`src/rtl/cmp_arbiter_if.sv`:
```
// Request/response bundle for cmp_arbiter: two requesters share one compare unit.
// slave = arbiter side, master = requester/response-consumer side.
interface cmp_arbiter_if #(
  parameter int XLEN          = 32,
  parameter int CMP_SEL_WIDTH = 2
);
  logic [1:0]                     i_Req_Valid;
  logic [1:0]                     o_Req_Ready;
  logic [2*XLEN-1:0]              i_Req_A;
  logic [2*XLEN-1:0]              i_Req_B;
  logic [2*(CMP_SEL_WIDTH+1)-1:0] i_Req_Select;
  logic [1:0]                     o_Resp_Valid;
  logic [1:0]                     o_Resp_Result;
  logic [1:0]                     i_Resp_Ready;

  modport slave (
    input  i_Req_Valid,
    output o_Req_Ready,
    input  i_Req_A,
    input  i_Req_B,
    input  i_Req_Select,
    output o_Resp_Valid,
    output o_Resp_Result,
    input  i_Resp_Ready
  );

  modport master (
    output i_Req_Valid,
    input  o_Req_Ready,
    output i_Req_A,
    output i_Req_B,
    output i_Req_Select,
    input  o_Resp_Valid,
    input  o_Resp_Result,
    output i_Resp_Ready
  );
endinterface

```
`src/rtl/cmp_arbiter.sv`:
```
// Two-requester round-robin arbiter in front of one shared compare unit.
// Ports: i_Clock, i_Reset (sync, active-high), bus (cmp_arbiter_if.slave).
module cmp_arbiter #(
  parameter int XLEN          = 32,
  parameter int CMP_SEL_WIDTH = 2
) (
  input  logic        i_Clock,
  input  logic        i_Reset,
  cmp_arbiter_if.slave bus
);

  localparam int SW = CMP_SEL_WIDTH + 1;

  // Select encoding; codes 6 and above give 0.
  localparam logic [SW-1:0] SEL_EQ  = SW'(0);
  localparam logic [SW-1:0] SEL_NE  = SW'(1);
  localparam logic [SW-1:0] SEL_LT  = SW'(2);
  localparam logic [SW-1:0] SEL_LTU = SW'(3);
  localparam logic [SW-1:0] SEL_GE  = SW'(4);
  localparam logic [SW-1:0] SEL_GEU = SW'(5);

  typedef enum logic {
    PRI0 = 1'b0,
    PRI1 = 1'b1
  } pri_e;

  pri_e            pri;
  logic [1:0]      slot_vld;
  logic [1:0]      slot_res;
  logic [1:0]      elig;
  logic [1:0]      grant;
  logic            pick1;
  logic [XLEN-1:0] op_a;
  logic [XLEN-1:0] op_b;
  logic [SW-1:0]   op_sel;
  logic            cmp_res;

  // A full slot can still accept when it drains in the same cycle.
  assign elig = bus.i_Req_Valid
              & (~slot_vld | bus.i_Resp_Ready)
              & {2{~i_Reset}};

  always_comb begin
    grant = elig;
    if (&elig) begin
      grant = (pri == PRI0) ? 2'b01 : 2'b10;
    end
  end

  assign pick1  = grant[1];
  assign op_a   = pick1 ? bus.i_Req_A[XLEN +: XLEN]
                        : bus.i_Req_A[0 +: XLEN];
  assign op_b   = pick1 ? bus.i_Req_B[XLEN +: XLEN]
                        : bus.i_Req_B[0 +: XLEN];
  assign op_sel = pick1 ? bus.i_Req_Select[SW +: SW]
                        : bus.i_Req_Select[0 +: SW];

  always_comb begin
    cmp_res = 1'b0;
    case (op_sel)
      SEL_EQ:  cmp_res = (op_a == op_b);
      SEL_NE:  cmp_res = (op_a != op_b);
      SEL_LT:  cmp_res = ($signed(op_a) < $signed(op_b));
      SEL_LTU: cmp_res = (op_a < op_b);
      SEL_GE:  cmp_res = ($signed(op_a) >= $signed(op_b));
      SEL_GEU: cmp_res = (op_a >= op_b);
      default: cmp_res = 1'b0;
    endcase
  end

  always_ff @(posedge i_Clock) begin
    if (i_Reset) begin
      pri      <= PRI0;
      slot_vld <= 2'b00;
      slot_res <= 2'b00;
    end else begin
      for (int r = 0; r < 2; r++) begin
        if (grant[r]) begin
          slot_vld[r] <= 1'b1;
          slot_res[r] <= cmp_res;
        end else if (bus.i_Resp_Ready[r]) begin
          slot_vld[r] <= 1'b0;
        end
      end
      if (grant[0]) begin
        pri <= PRI1;
      end else if (grant[1]) begin
        pri <= PRI0;
      end
    end
  end

  assign bus.o_Req_Ready   = grant;
  assign bus.o_Resp_Valid  = slot_vld;
  assign bus.o_Resp_Result = slot_res;

endmodule

```
`src/flat_wrapper.sv`:
```
// flat-port wrapper written by rule: the top's interface ports become plain ports
module cmp_arbiter_flat 
#(
  parameter int XLEN          = 32,
  parameter int CMP_SEL_WIDTH = 2
)
  (i_Clock, i_Reset, bus_i_Req_Valid, bus_o_Req_Ready, bus_i_Req_A, bus_i_Req_B, bus_i_Req_Select, bus_o_Resp_Valid, bus_o_Resp_Result, bus_i_Resp_Ready);
  cmp_arbiter_if #(.XLEN(XLEN), .CMP_SEL_WIDTH(CMP_SEL_WIDTH)) bus_i ();
  input  logic i_Clock;
  input  logic i_Reset;
  input wire logic [$bits(bus_i.i_Req_Valid)-1:0] bus_i_Req_Valid;
  output wire logic [$bits(bus_i.o_Req_Ready)-1:0] bus_o_Req_Ready;
  input wire logic [$bits(bus_i.i_Req_A)-1:0] bus_i_Req_A;
  input wire logic [$bits(bus_i.i_Req_B)-1:0] bus_i_Req_B;
  input wire logic [$bits(bus_i.i_Req_Select)-1:0] bus_i_Req_Select;
  output wire logic [$bits(bus_i.o_Resp_Valid)-1:0] bus_o_Resp_Valid;
  output wire logic [$bits(bus_i.o_Resp_Result)-1:0] bus_o_Resp_Result;
  input wire logic [$bits(bus_i.i_Resp_Ready)-1:0] bus_i_Resp_Ready;
  assign bus_i.i_Req_Valid = bus_i_Req_Valid;
  assign bus_o_Req_Ready = bus_i.o_Req_Ready;
  assign bus_i.i_Req_A = bus_i_Req_A;
  assign bus_i.i_Req_B = bus_i_Req_B;
  assign bus_i.i_Req_Select = bus_i_Req_Select;
  assign bus_o_Resp_Valid = bus_i.o_Resp_Valid;
  assign bus_o_Resp_Result = bus_i.o_Resp_Result;
  assign bus_i.i_Resp_Ready = bus_i_Resp_Ready;
  cmp_arbiter #(.XLEN(XLEN), .CMP_SEL_WIDTH(CMP_SEL_WIDTH)) u_core (.i_Clock(i_Clock), .i_Reset(i_Reset), .bus(bus_i));
endmodule
```
`config.mk`:
```
export PLATFORM = sky130hd
export DESIGN_NAME = cmp_arbiter_flat
export DESIGN_NICKNAME = d
export VERILOG_FILES = /design/src/rtl/cmp_arbiter_if.sv /design/src/rtl/cmp_arbiter.sv /design/src/flat_wrapper.sv
export SDC_FILE = /design/constraint.sdc
export NUM_CORES = 1
export LEC_CHECK = 0
export BUFFER_PORTS_ARGS = -buffer_cell sky130_fd_sc_hd__buf_2
export CORE_AREA = 3 3 56 96
export CTS_CLUSTER_SIZE = 12
export DETAILED_ROUTE_END_ITERATION = 10
export DIE_AREA = 0 0 59 99
export GPL_ROUTABILITY_DRIVEN = 0
export MAX_ROUTING_LAYER = met4
export PLACE_DENSITY_LB_ADDON = 0.1
export SETUP_SLACK_MARGIN = 0.1
export SLEW_MARGIN = 20
export SYNTH_ARGS = -nofsm -noshare
export SYNTH_HDL_FRONTEND = slang
export SYNTH_SLANG_ARGS = --single-unit
```
`constraint.sdc`:
```
create_clock -name i_Clock -period 4.4 [get_ports i_Clock]
set_input_delay 0.22 -clock i_Clock [delete_from_list [all_inputs] [get_ports i_Clock]]
set_output_delay 0.22 -clock i_Clock [all_outputs]
set_load 0.01 [all_outputs]
```
Yosys cells after proc, flatten, opt, wreduce, memory -nomap -nowiden --
Index checks and enable logic that the tools add are counted.
Storage, ports and cells: RAM bits 0, ROM bits 0, input bits 140, output and inout port bits 6, memories 0, flip-flop bits (word level) 5, logic and storage cells 38, bits in latches 0
Cells by class: bitwise gates (word level) 5, multiplexer cells 12, multiply operators 0, add/subtract/negate cells 0, div/mod/pow operators 0, reduce and logical (&&, ||, !) cells 5, eq/ne operators 7, order comparisons 4, shift-type cells 0
Operator list (count):
- $ge A32 B32 Y1 | 2
- $lt A32 B32 Y1 | 2
- $mux W32 | 2
- $eq A32 B32 Y1 | 1
- $ne A32 B32 Y1 | 1
- $eq A3 B2 Y1 const B | 2
- $eq A3 B3 Y1 const B | 2
- $mux W1 | 6
- $pmux W1 S6 | 1
- $reduce_bool A2 Y1 | 3
- $and A2 B2 Y2 | 2
- $mux W2 | 2
- $eq A3 B1 Y1 const B | 1
- $logic_not A3 Y1 | 1
- $mux W3 | 1
- $not A2 Y2 | 1
- $or A2 B2 Y2 | 1
- $reduce_and A2 Y1 | 1
- $not A1 Y1 | 1

Logic depth before layout (Yosys ltp) --
word-level depth 9, depth in mapped cells 14, gate-level depth less buffers 11

Least setup slack after synthesis --
OpenSTA, ideal clock, no wires.
kind register -> register, start point reg u_core.slot_vld[0], in the netlist u_core.bus.o_Resp_Valid[0], end point reg u_core.slot_res[1], in the netlist u_core.bus.o_Resp_Result[1], cell stages (with the launch flop) 14, library setup time 0.096 ns, setup slack 0.991 ns, data required time 4.304 ns, arrival 3.314 ns, buffers on the path 3, cells stage by stage dfxtp_1 > nand2b_1 > a2111oi_4 > buf_6 > buf_4 > buf_2 > mux2_2 > ha_1 > nand4_1 > nor4_1 > nand4_1 > a22oi_1 > mux2i_1 > o41ai_2
On the way: cells in the longest elaborated chain, start to end 9
Ends and longest elaborated chain:
- from (decl) | line cmp_arbiter.sv:28 | logic [1:0] slot_vld;
- from (signal assigned) | line cmp_arbiter.sv:74 | slot_vld <= 2'b00;
- from (signal, indexed assignment) | line cmp_arbiter.sv:79 | slot_vld[r] <= 1'b1;
- from (signal, indexed assignment) | line cmp_arbiter.sv:82 | slot_vld[r] <= 1'b0;
- $not A2 Y2 (*) | line cmp_arbiter.sv:40 | & (~slot_vld | bus.i_Resp_Ready)
- $or A2 B2 Y2 (*) | line cmp_arbiter.sv:40
- $and A2 B2 Y2 (*) | line cmp_arbiter.sv:40
- $and A2 B2 Y2 (*) | line cmp_arbiter.sv:41 | & {2{~i_Reset}};
- $reduce_and A2 Y1 (*) | line cmp_arbiter.sv:45 | if (&elig) begin
- $mux W2 (*) | line cmp_arbiter.sv:45
- $mux W32 (tied with other cells) | line cmp_arbiter.sv:51 | assign op_a = pick1 ? bus.i_Req_A[XLEN +: XLEN]
- $ge A32 B32 Y1 (tied with other cells) | line cmp_arbiter.sv:66 | SEL_GEU: cmp_res = (op_a >= op_b);
- $pmux W1 S6 | line cmp_arbiter.sv:60 | case (op_sel)
- to (signal, indexed assignment) | line cmp_arbiter.sv:80 | slot_res[r] <= cmp_res;
- to (decl) | line cmp_arbiter.sv:29 | logic [1:0] slot_res;
Every way passes the cells marked *; elsewhere a longest branch is shown, timed or not. A chain may end at the register's enable or synchronous reset.

Final worst setup path --
Ends and elaborated chain as after synthesis.

==> metrics.log <==
[metrics] GRT Resource Usage Total: 0.179
[metrics] maximum clock skew at final layout: 0.00300 ns
[metrics] share of power burned in combinational logic: 0.649
[metrics] Slew Viols, Final: 0
[metrics] unrepaired setup endpoints after global routing: no
[metrics] fraction of the cycle the final worst path needs: 0.792
[metrics] share of synthesized registers carrying an async set or reset: 0
[metrics] share of Yosys cell area claimed by the top area cell type: 0.219
[metrics] input/output buffers: 145
[metrics] worst path arrival time: 3.61 ns
[metrics] count of clock tree sinks: 5
[metrics] core outline area: 4710 um2
[metrics] leakage power figure: 1.31 nW
[metrics] Skew-Pair Late Insertion Delay: between 0.2 and 0.25 ns
[metrics] met2 usage in global routing: 0.359
[metrics] final number of hold-violating endpoints: 0
[metrics] total vias in the final route: between 2000 and 2500
[metrics] number of gates resized after cts: 0
[metrics] result of the run: completed
[metrics] area enclosed by the die boundary: 5840 um2
[metrics] NumNets Final: ~520
[metrics] FP Rows: 33
[metrics] global-route wire length before repair: ~8400 um
[metrics] floorplan die height: 99 um
[metrics] number of synthesized flops with an enable pin: 0
[metrics] half-perimeter wire length of the detailed placement result: 4760 um
[metrics] Synth Area per Inst: 8.82 um2
[metrics] Yosys warning count: 0
[metrics] pin count of the biggest net entering global routing: 31
[metrics] Critical Path RT: 4.52 ns
[metrics] number of iterations in the first detailed-routing pass: 4
[metrics] Most Crowded Layer GR: met2
[metrics] Internal: 0.250 mW
[metrics] Area contributors post-synth: sky130_fd_sc_hd__ha_1, sky130_fd_sc_hd__mux2_2, sky130_fd_sc_hd__mux2i_1, sky130_fd_sc_hd__dfxtp_1, sky130_fd_sc_hd__a21oi_1
[metrics] aggregate routed wire length: 5220 um
[metrics] post-CTS setup buffer count: 0
[metrics] clock-pin slew on the worst setup and hold paths: 0.04 ns
[metrics] Root Driver: sky130_fd_sc_hd__clkbuf_8
[metrics] met1 demand-to-capacity share in global routing: 0.182
[metrics] final count of negative-setup-slack endpoints: 0
[metrics] setup_tns: 0 ns
[metrics] clock network fraction of design power: 0.218
[metrics] die boundary width: around 60 um
[metrics] Gate Count Post-Synth: 207
[metrics] number of buffers created by CTS: 3
[metrics] fillers: ~470
[metrics] hold crit path type: in -> reg
[metrics] Buf+Inv Stages, Crit Path: 1
[metrics] cts-stage hold buffer count: 0
[metrics] share of post-route cells with drive strength above 1: 0.540
[metrics] most used flip-flop cell after synthesis: sky130_fd_sc_hd__dfxtp_1
[metrics] Crit. End Element: flop
[metrics] sequential element share of the synthesized area: 0.0548
[metrics] most common cell in the synthesized netlist: sky130_fd_sc_hd__mux2i_1
[metrics] highest ir drop seen on vdd: 0.201 mV
[metrics] post-synthesis instance area: about 1800 um2
[metrics] number of primary I/O pins: 146
[metrics] post-synthesis register bit count: 5
[metrics] Sequential Power Share: 0.133
[metrics] family of cells with the greatest summed delay on the critical path: simple AND/OR/NAND/NOR gates
[metrics] number of global-route vias before repair: around 2100
[metrics] most used standard cells in the synthesized netlist: sky130_fd_sc_hd__mux2i_1, sky130_fd_sc_hd__mux2_2, sky130_fd_sc_hd__ha_1
[metrics] Yosys top cell by area: sky130_fd_sc_hd__ha_1
[metrics] post-synth net total: 379
[metrics] number of violations reported at the end of detailed-routing iteration 0: 45
[metrics] number of diodes added for antenna fixing: 0
[metrics] remaining design rule violation count: 0
[metrics] area growth from synthesis to final layout: 44.1%
[metrics] TritonCTS clock tree: built
[metrics] Worst slew margin: 0.700
[metrics] Initial Util: 0.388
[metrics] antenna violations before repair: 0
[metrics] detail-routed net length per standard cell: between 10 and 15 um
[metrics] Max Buffers Root-to-Sink: 2
[metrics] overflow left after global routing: 0
[metrics] number of distinct library cells after synthesis: 37
[metrics] switching fraction of total power: 0.368
[metrics] Largest stage delay, worst path: 0.48 ns
[metrics] Worst setup SP type: flop
[metrics] count of maximum capacitance violations: 0
[metrics] CTS H-tree depth: 1
[metrics] Pwr per Cell Area: ~150 nW/um2
[metrics] slowest CP cell: sky130_fd_sc_hd__nor4_1
[metrics] switching power summed over all nets: ~0.15 mW
[metrics] slew at the pin closest to its max-slew limit: about 0.45 ns
[metrics] clock period minus worst slack: between 3 and 4 ns
[metrics] Post-Route Utilization: 0.559
[metrics] met3 usage: 0.0131
[metrics] DR vias/cell: 5.23
[metrics] chain of cells forming the critical path: nand2b_1 > a2111oi_4 > buf_4 > mux2_2 > ha_1 > nand4_1 > nor4_1 > nand4_1 > a22oi_1 > mux2i_1 > o41ai_2
[metrics] Final ANT Viol Nets: 0
[metrics] maximum frequency from static timing analysis: 287 MHz
[metrics] Top cell by count, worst path: sky130_fd_sc_hd__nand4_1
[metrics] critical path fanouts, max: 19
[metrics] Setup Crit Path Kind: reg -> reg
[metrics by stage]
stage | cell area, um2 | total power [mW] | setup WS, ns | hold slack (ns) | std cells
floorplan | 1830 | 0.217 | 0.991 | 0.398 | 207
global placement | 2580 | 0.310 | 0.939 | 0.474 | 398
detailed placement | 2580 | 0.314 | 0.813 | 0.473 | 398
CTS | 2630 | 0.403 | 0.865 | 0.264 | 402
global route | 2630 | 0.438 | 0.597 | 0.279 | 402
finish | 2630 | 0.396 | 0.916 | 0.265 | 402
[layout make-up]
class / count / area [um2] / area share
Inverter: 4 / 15.0 / 0.00571
Clock buffer: 3 / 41.3 / 0.0157
Sequential cell: 5 / 100 / 0.0380
Multi-Input combinational cell: 189 / 1660 / 0.630
Tap cell: 52 / 65.1 / 0.0247
Clock inverter: 1 / 5.00 / 0.00190
Timing Repair Buffer: 148 / 748 / 0.284
[metal layers]
metal,vias to the layer above,wire (um)
li1,1094,-
met1,908,1820
met2,99,2870
met3,2,516
met4,0,14
met5,-,0
[sequential cells by signal, summed over array words and instances (netlist names)]
name / count
u_core.bus.o_Resp_Valid: 2
u_core.pri: 1
u_core.bus.o_Resp_Result: 2
[placed cells by master (no fill, tap or decap), types with 4 or more instances in the layout]
cell type | synthesis | final
sky130_fd_sc_hd__buf_2 | 6 | 145
sky130_fd_sc_hd__mux2i_1 | 35 | 35
sky130_fd_sc_hd__mux2_2 | 33 | 33
sky130_fd_sc_hd__ha_1 | 32 | 32
sky130_fd_sc_hd__a21oi_1 | 19 | 19
sky130_fd_sc_hd__nand2_1 | 14 | 14
sky130_fd_sc_hd__nor2_1 | 7 | 7
sky130_fd_sc_hd__o21ai_0 | 7 | 7
sky130_fd_sc_hd__nand4_1 | 7 | 7
sky130_fd_sc_hd__dfxtp_1 | 5 | 5
sky130_fd_sc_hd__inv_1 | 4 | 4
[worst register-to-register path, stage by stage (launching register included)]
cell	delay, ns
sky130_fd_sc_hd__dfxtp_1	0.32
sky130_fd_sc_hd__nand2b_1	0.14
sky130_fd_sc_hd__a2111oi_4	0.43
sky130_fd_sc_hd__buf_4	0.35
sky130_fd_sc_hd__mux2_2	0.38
sky130_fd_sc_hd__ha_1	0.30
sky130_fd_sc_hd__nand4_1	0.15
sky130_fd_sc_hd__nor4_1	0.48
sky130_fd_sc_hd__nand4_1	0.21
sky130_fd_sc_hd__a22oi_1	0.20
sky130_fd_sc_hd__mux2i_1	0.13
sky130_fd_sc_hd__o41ai_2	0.30
[cells by family (layout without fill, tap and decap cells)]
kind of cell,after synthesis,in the layout,share of synthesized area
AND/OR/NAND/NOR,44,44,0.122
multiplexers,68,68,0.395
flip-flops,5,5,0.0548
AO/OA/AOI/OAI,45,45,0.171
adder cells (fa/ha/maj),32,32,0.219
buffers and inverters,13,156,0.0377
[worst paths after layout]
kind	startpoint	end	slack [ns]	cells past startpoint
worst max-delay path	u_core.bus.o_Resp_Valid[0]	u_core.bus.o_Resp_Result[1]	0.92	11
worst max register to register	u_core.bus.o_Resp_Valid[0]	u_core.bus.o_Resp_Result[1]	0.92	11
worst min-delay path	bus_i_Resp_Ready[1]	u_core.bus.o_Resp_Valid[1]	0.27	3
worst min register to register	u_core.bus.o_Resp_Valid[1]	u_core.bus.o_Resp_Valid[1]	0.47	2
[power groups by stage]
stage	Clock, mW	Combinational (mW)	Sequential [mW]
finish	0.0864	0.257	0.0526
global route	0.0920	0.293	0.0530
CTS	0.0886	0.262	0.0526
detailed placement	0	0.260	0.0532
global placement	0	0.257	0.0532
floorplan	0	0.162	0.0548
Note: power is estimated with default switching activity, not from simulation.
